--- config.mk ---
export PLATFORM = sky130hd
export DESIGN_NAME = bin_to_bcd_serial
export DESIGN_NICKNAME = d
export VERILOG_FILES = /design/src/rtl/bin_to_bcd_serial.sv
export SDC_FILE = /design/constraint.sdc
export NUM_CORES = 1
export LEC_CHECK = 0
export ABC_AREA = 1
export ABC_CLOCK_PERIOD_IN_PS = 2000
export CORE_MARGIN = 2
export CORE_UTILIZATION = 30
export CTS_BUF_LIST = sky130_fd_sc_hd__clkbuf_4 sky130_fd_sc_hd__clkbuf_8
export CTS_CLUSTER_DIAMETER = 50
export DETAILED_ROUTE_END_ITERATION = 10
export PLACE_DENSITY = 0.57
export SLEW_MARGIN = 20
export SYNTH_ARGS = -nofsm -noshare
export SYNTH_HDL_FRONTEND = slang
export SYNTH_SLANG_ARGS = --single-unit
--- constraint.sdc ---
create_clock -name clk -period 2 [get_ports clk]
set_clock_uncertainty 0.2 [all_clocks]
set_input_delay 0.2 -clock clk [delete_from_list [all_inputs] [get_ports clk]]
set_output_delay 0.2 -clock clk [all_outputs]
set_load 0.005 [all_outputs]
--- src/rtl/bin_to_bcd_serial.sv ---
// ---------------------------------------------------------------------------
// bin_to_bcd_serial
//   Sequential binary-to-BCD converter using shift-and-add-3 (double dabble).
//   Each clock in SHIFT processes one input bit, MSB first, so a conversion
//   takes exactly BIN_W cycles. The result is published as packed BCD
//   together with a leading-zero blank mask for the 7-segment drivers.
//
//   Handshake (both sides): a transfer happens on a rising edge where
//   valid and ready are both high. The producer holds in_valid and in_bin
//   stable until it sees in_ready. out_bcd and out_blank are stable while
//   out_valid is high and out_ready is low. in_ready is high only in IDLE,
//   and out_valid is high only in DONE. in_valid seen in SHIFT or DONE
//   is ignored and is not queued.
//
// Parameters
//   BIN_W    width of the binary input (number of shift cycles)
//   DIGITS   number of BCD digits; 10**DIGITS must exceed 2**BIN_W - 1
//
// Ports
//   clk        rising-edge clock
//   rst        asynchronous reset, active high
//   in_valid   in_bin holds a value to convert
//   in_ready   block can accept (IDLE)
//   in_bin     unsigned binary value
//   out_valid  out_bcd / out_blank hold a finished result
//   out_ready  consumer takes the result
//   out_bcd    packed BCD, [3:0] = ones, [7:4] = tens, ...
//   out_blank  bit i set: digit i is a leading zero (bit 0 is always 0)
//
// Debug visibility: the FSM state is held in the enum signal 'state'.
// ---------------------------------------------------------------------------
module bin_to_bcd_serial #(
  parameter int BIN_W  = 8,
  parameter int DIGITS = 3
) (
  input  logic                  clk,
  input  logic                  rst,
  input  logic                  in_valid,
  output logic                  in_ready,
  input  logic [BIN_W-1:0]      in_bin,
  output logic                  out_valid,
  input  logic                  out_ready,
  output logic [4*DIGITS-1:0]   out_bcd,
  output logic [DIGITS-1:0]     out_blank
);

  localparam int ACC_W = 4 * DIGITS;
  localparam int CNT_W = (BIN_W > 1) ? $clog2(BIN_W) : 1;
  localparam logic [CNT_W-1:0] CNT_LAST = CNT_W'(BIN_W - 1);

  // Reset value of the blank mask: every digit except the ones digit blanked,
  // which is exactly the mask for a value of zero.
  localparam logic [DIGITS-1:0] BLANK_RST = {{(DIGITS-1){1'b1}}, 1'b0};

  typedef enum logic [1:0] {
    ST_IDLE  = 2'd0,
    ST_SHIFT = 2'd1,
    ST_DONE  = 2'd2
  } state_t;

  state_t state;
  state_t state_next;

  logic [BIN_W-1:0]       bin_sr;
  logic [ACC_W-1:0]       acc;
  logic [CNT_W-1:0]       cnt;

  logic [ACC_W-1:0]       acc_adj;
  logic [ACC_W+BIN_W-1:0] shifted;
  logic [ACC_W-1:0]       acc_next;
  logic [BIN_W-1:0]       bin_next;
  logic [DIGITS-1:0]      blank_next;
  logic                   zero_above;

  logic                   in_fire;
  logic                   out_fire;
  logic                   last_shift;

  assign in_fire    = in_valid & in_ready;
  assign out_fire   = out_valid & out_ready;
  assign last_shift = (state == ST_SHIFT) && (cnt == CNT_LAST);

  // -------------------------------------------------------------------------
  // FSM: state register
  // -------------------------------------------------------------------------
  always_ff @(posedge clk or posedge rst) begin
    if (rst) begin
      state <= ST_IDLE;
    end else begin
      state <= state_next;
    end
  end

  // -------------------------------------------------------------------------
  // FSM: next-state logic
  // -------------------------------------------------------------------------
  always_comb begin
    state_next = state;
    case (state)
      ST_IDLE:  if (in_fire)    state_next = ST_SHIFT;
      ST_SHIFT: if (last_shift) state_next = ST_DONE;
      ST_DONE:  if (out_fire)   state_next = ST_IDLE;
      default:                  state_next = ST_IDLE;
    endcase
  end

  // -------------------------------------------------------------------------
  // FSM: outputs decoded from state
  // -------------------------------------------------------------------------
  always_comb begin
    in_ready = (state == ST_IDLE);
  end

  // -------------------------------------------------------------------------
  // Double-dabble step: correct every digit >= 5 by adding 3, then shift the
  // combined {acc, bin} left by one so the binary MSB enters acc bit 0.
  // The correction guarantees no digit exceeds 9 after the shift.
  // -------------------------------------------------------------------------
  always_comb begin
    acc_adj = acc;
    for (int d = 0; d < DIGITS; d++) begin
      if (acc[4*d +: 4] >= 4'd5) begin
        acc_adj[4*d +: 4] = acc[4*d +: 4] + 4'd3;
      end
    end
    shifted  = {acc_adj, bin_sr} << 1;
    acc_next = shifted[ACC_W+BIN_W-1:BIN_W];
    bin_next = shifted[BIN_W-1:0];
  end

  // -------------------------------------------------------------------------
  // Leading-zero mask of the value about to be published. Walking from the
  // top digit down, a digit is blanked while it and every digit above it are
  // zero. The ones digit is never blanked.
  // -------------------------------------------------------------------------
  always_comb begin
    blank_next = '0;
    zero_above = 1'b1;
    for (int i = DIGITS - 1; i >= 1; i--) begin
      zero_above    = zero_above & (acc_next[4*i +: 4] == 4'd0);
      blank_next[i] = zero_above;
    end
  end

  // -------------------------------------------------------------------------
  // Datapath and registered outputs
  // -------------------------------------------------------------------------
  always_ff @(posedge clk or posedge rst) begin
    if (rst) begin
      bin_sr    <= '0;
      acc       <= '0;
      cnt       <= '0;
      out_bcd   <= '0;
      out_blank <= BLANK_RST;
      out_valid <= 1'b0;
    end else begin
      case (state)
        ST_IDLE: begin
          if (in_fire) begin
            bin_sr <= in_bin;
            acc    <= '0;
            cnt    <= '0;
          end
        end
        ST_SHIFT: begin
          acc    <= acc_next;
          bin_sr <= bin_next;
          cnt    <= cnt + CNT_W'(1);
          // The final shift result goes straight to the output registers,
          // so out_valid rises on the same edge that enters DONE.
          if (cnt == CNT_LAST) begin
            out_bcd   <= acc_next;
            out_blank <= blank_next;
            out_valid <= 1'b1;
          end
        end
        ST_DONE: begin
          if (out_ready) begin
            out_valid <= 1'b0;
          end
        end
        default: begin
          out_valid <= 1'b0;
        end
      endcase
    end
  end

endmodule

After elaboration in Yosys (flattened, before gate mapping)
Index checks and enable logic that the tools add are counted.
Word-level totals
  bits in registers: 40
  bits in latches: 0
  memory bits (writable): 0
  memory bits (read-only): 0
  output and inout port bits: 17
  logic and storage cells: 51
  memories kept: 0
Cells by class
  add/subtract/negate cells: 4
  multiply operators: 0
  divide/modulo/power cells: 0
  order comparisons: 3
  eq/ne operators: 8
  shift-type cells: 0
  multiplexer cells: 16
  bitwise gates (word level): 4
  reductions and logical operators: 9
Operators with widths (number)
  case mux 12 bit (2 select lines): 1
  case mux 8 bit (2 select lines): 1
  greater-or-equal comparator 4 x 3 -> 1 bit (second input constant): 3
  2-to-1 mux 12 bit: 1
  adder 4 x 2 -> 4 bit (second input constant): 2
  logical NOT 4 bit: 2
  2-to-1 mux 4 bit: 2
  2-to-1 mux 8 bit: 1
  2-to-1 mux 2 bit: 3
  2-to-1 mux 3 bit: 2
  inequality test 2 bit (second input constant): 3
  case mux 2 bit (3 select lines): 1
  case mux 3 bit (2 select lines): 1
  AND reduction 3 bit: 2
  inequality test 2 x 1 -> 1 bit (second input constant): 2
  AND reduction 2 bit: 2
  adder 3 x 1 -> 3 bit (second input constant): 1
  adder 3 x 2 -> 3 bit (second input constant): 1
  bitwise AND 1 bit: 3
  == test 3 bit (second input constant): 1
  case mux 1 bit (3 select lines): 1
  == test 2 x 1 -> 1 bit (second input constant): 1
  == test 2 bit (second input constant): 1
  logical NOT 2 bit: 1
  other kinds (4): 5

Logic depth before layout (Yosys ltp)
  depth in word-level cells: 4
  mapped depth: 11
  mapped depth without buffers: 11

Worst setup path before layout
No wires, ideal clock.
  path type: register to register
  from: register acc[8]
  to: register out_blank[1]
  library setup time: 0.060 ns
  arrival: 1.213 ns
  setup slack: 0.527 ns
  cell stages (with the launch flop): 12
  buffers on the path: 0
  period minus slack after synthesis: 1.473 ns
  cell sequence: dfrtp_1 -> inv_1 -> ha_1 -> inv_1 -> nand2_1 -> nand3_1 -> nand2_1 -> nand2_1 -> nand2_1 -> nor2_1 -> nand2_1 -> nand2_1
Between the ends
  longest elaborated chain between the ends: 4
RTL lines
  start: declaration: line 65  | logic [ACC_W-1:0] acc;
  start signal: assignment: line 166  | acc <= acc_next;
  greater-or-equal comparator 4 x 3 -> 1 bit / adder 3 x 2 -> 3 bit (equally long branches): line 122, 123
  2-to-1 mux 3 bit (*): line 122  | if (acc[4*d +: 4] >= 4'd5) begin
  logical NOT 4 bit (*): line 140  | zero_above = zero_above & (acc_next[4*i +: 4] == 4'd0);
  bitwise AND 1 bit (*): line 140
  end signal: assignment: line 173  | out_blank <= blank_next;
  end: declaration: line 44  | output logic [DIGITS-1:0] out_blank
Every way passes the cells marked *; elsewhere a longest branch is shown, timed or not.
A chain may end at the register's enable or synchronous reset.

Worst setup path in the final report
  from: register state[1]
  to: output port in_ready
Between the ends
  longest elaborated chain between the ends: 1
RTL lines
  start: declaration: line 61  | state_t state;
  start signal: assignment: line 90  | state <= state_next;
  logical NOT 2 bit: line 111  | in_ready = (state == ST_IDLE);
  end: declaration: line 39  | output logic in_ready,
No other way between the ends.

==> key figures <==
Final layout
  • Nets@finish: 265
  • Proportion of layout cells with a drive suffix above 1: 0.08537
  • N_diodes: 0
  • Finished Layout Cells: 321
  • Area delta synth->final: 26.62%
  • Fill count: 612
  • Util after Layout: 0.3954

Clocking
  • PostCTS Resize Cnt: 0
  • Clock sink count: 40
  • Total CTS buffers: 5
  • CTS root buf: clkbuf_8
  • Clock tree buffer depth: 2
  • Worst skew pair latency: 0.29 ns
  • Clk pin slew, worst setup/hold paths: 0.08 ns
  • Htree depth: 2
  • Setup Buffers After CTS: 0
  • Hold_buf cts: 0
  • CTS tree: done

STA
  • WHS: 0.06381 ns
  • Time the worst path needs with I/O delays and setup: 1.885 ns
  • Fin Setup TNS: 0 ns
  • Tcrit/Tclk final: 0.9424
  • RSZ-0062 raised after global routing: no
  • Final Hold Vio Count: 0
  • Finish-stage setup viols: 0
  • Fmax: 0.5305 GHz
  • Max Slew Vio Count: 0

Power and ir drop
  • PD cells: 1737 nW/um2
  • Worst VDD drop: 0.5548 mV
  • Leak: 1.128 nW

Worst setup path
  • Reg2Reg Setup Slack: 0.33 ns
  • Worst path required time: 1.60 ns
  • Crit Reg-Reg Startpoint: acc[8]
  • FF-to-FF path depth: 11
  • Crit end category: output pin
  • Crit Path Category: reg2out
  • Worst Path Arrival: 1.48 ns
  • CP startpoint kind: flop
  • Critical Path Fanout Max: 4
  • Worst r2r dst: out_blank[1]

Floorplan
  • Placeable Area: 5991 um2
  • Die height: 82.96 um
  • Die Span X: 82.96 um
  • # IOs: 29
  • Initial core utilization: 0.3122
  • Site row count: 28
  • DIE AREA: 6882 um2

Synthesis
  • Ys async rst share: 1.000
  • Sequential area share after synthesis: 0.5365
  • Synth cell types: 25
  • Commonest cells post-synth: nand2_1, dfrtp_1, o21ai_0
  • Post-synth EDFFs: 0
  • Area leader, netlist: dfrtp_1
  • Syn Area/Cell: 8.782 um2
  • Synth top area share: 0.5084
  • Synth Cell Area: 1871 um2
  • Cells after synthesis: 213
  • Syn Nets: 233
  • Top FF cell, synth: dfrtp_1
  • Yosys warning total: 0
  • Most frequent cell after synthesis: nand2_1
  • FF+latch count, synth: 40
  • Top cells by area, synth: dfrtp_1, nand2_1, o21ai_0

Routing
  • Post-route DRC violation count: 0
  • Post-route antenna net violation count: 0
  • Routed WL: 3817 um
  • Via/cell ratio: 4.682
  • WL per Instance: 11.89 um
  • Detailed Route Iter0 Violations: 81
  • Detailed Routing Iterations Pass 1: 4
  • Vias: 1503

Placed design
  • GP Congestion: 0.8377
  • Hpwl dp: 2789 um
  • DP Cell Count: 313
  • Port bufs: 27

Global routing
  • Global Route Usage Sum: 0.1113
  • Overflow after GRT: 0
  • First-pass GRT wire length: 6382 um
  • Largest net degree at the start of global routing: 41
  • Vias in the first global route: 1355
  • Initial antenna violation count: 0

Worst hold path
  • Class of the worst hold path: in2async

Run status
  • Status: completed

Flow run
  • Max-cap violations: 0
-- report_power, final --
part | internal [mW] | leakage (nW) | switching [mW]
logic | 0.838 | 0.571 | 1.14
clock network | 0.440 | 0.0645 | 0.279
registers | 1.20 | 0.492 | 0.216
-- kinds of logic after synthesis --
| group | after synthesis | share of synthesized area |
|---|---|---|
| xor+xnor | 1 | 0.004683 |
| compound gates | 48 | 0.1445 |
| other cells | 1 | 0.002005 |
| buf+inv | 28 | 0.06488 |
| simple gates | 87 | 0.1940 |
| flops | 40 | 0.5365 |
| fa+ha+maj | 8 | 0.05351 |
-- layout by cell type (no fill, tap or decap), drive strengths merged --
cell           instances
nand4                  4
o22ai                 11
clkdlybuf4s50         27
dfrtp                 38
nor2                  16
a32o                   1
inv                   21
clkbuf                 7
dfstp                  2
conb                   1
a21oi                  2
o21ai                 32
ha                     8
buf                    5
a22o                   2
bufinv                 1
xor2                   1
nand3                  9
and2                   1
nand2                 57
-- per-stage QoR --
stage	cell area (um2)	power, mW	setup WS (ns)
2_1_floorplan	1871	2.727	0.5269
3_3_place_gp	2242	3.398	0.2934
3_5_place_dp	2242	3.434	0.3251
4_1_cts	2369	4.167	0.1010
5_1_grt	2369	4.501	0.03929
6_report	2369	4.115	0.1151
-- sequential cells by signal, indices dropped and copies added (netlist names) --
| register | count |
|---|---|
| out_valid | 1 |
| bin_sr | 8 |
| cnt | 3 |
| acc | 12 |
| out_bcd | 12 |
| out_blank | 2 |
| state | 2 |
-- layout make-up --
type / count / area, um2 / area share
sequential: 40 / 1003 / 0.4237
multi-input combinational: 145 / 745.7 / 0.3148
timing repair buffer: 32 / 320.3 / 0.1352
clock buffer: 7 / 96.34 / 0.04068
tap: 75 / 93.84 / 0.03962
inverter: 21 / 78.83 / 0.03328
clock inverter: 1 / 30.03 / 0.01268
-- per-layer routing --
layer | routed length, um | share of wire | GRT usage
met1 | 1877 | 0.49 | 0.1548
met5 | 0 | 0 | 0
met3 | 205 | 0.054 | 0.03181
met4 | 46 | 0.012 | 0.03726
met2 | 1687 | 0.44 | 0.1664
-- how the worst max path moves through the flow --
stage / to / slack, ns / start / cells past startpoint
after floorplan: out_blank[1] / 0.53 / acc[8] / 11
after global placement: out_blank[2] / 0.29 / cnt[0] / 6
after detailed placement: out_bcd[2] / 0.33 / cnt[0] / 5
after CTS: in_ready / 0.10 / state[1] / 2
after global routing: in_ready / 0.04 / state[1] / 2
final: in_ready / 0.12 / state[1] / 2
-- worst max-delay path, stage by stage (launching register included) --
cell,delay (ns)
dfrtp_1,0.43
nor2_1,0.22
clkdlybuf4s50_1,0.55
No activity file was read; power rests on OpenSTA's default activity.
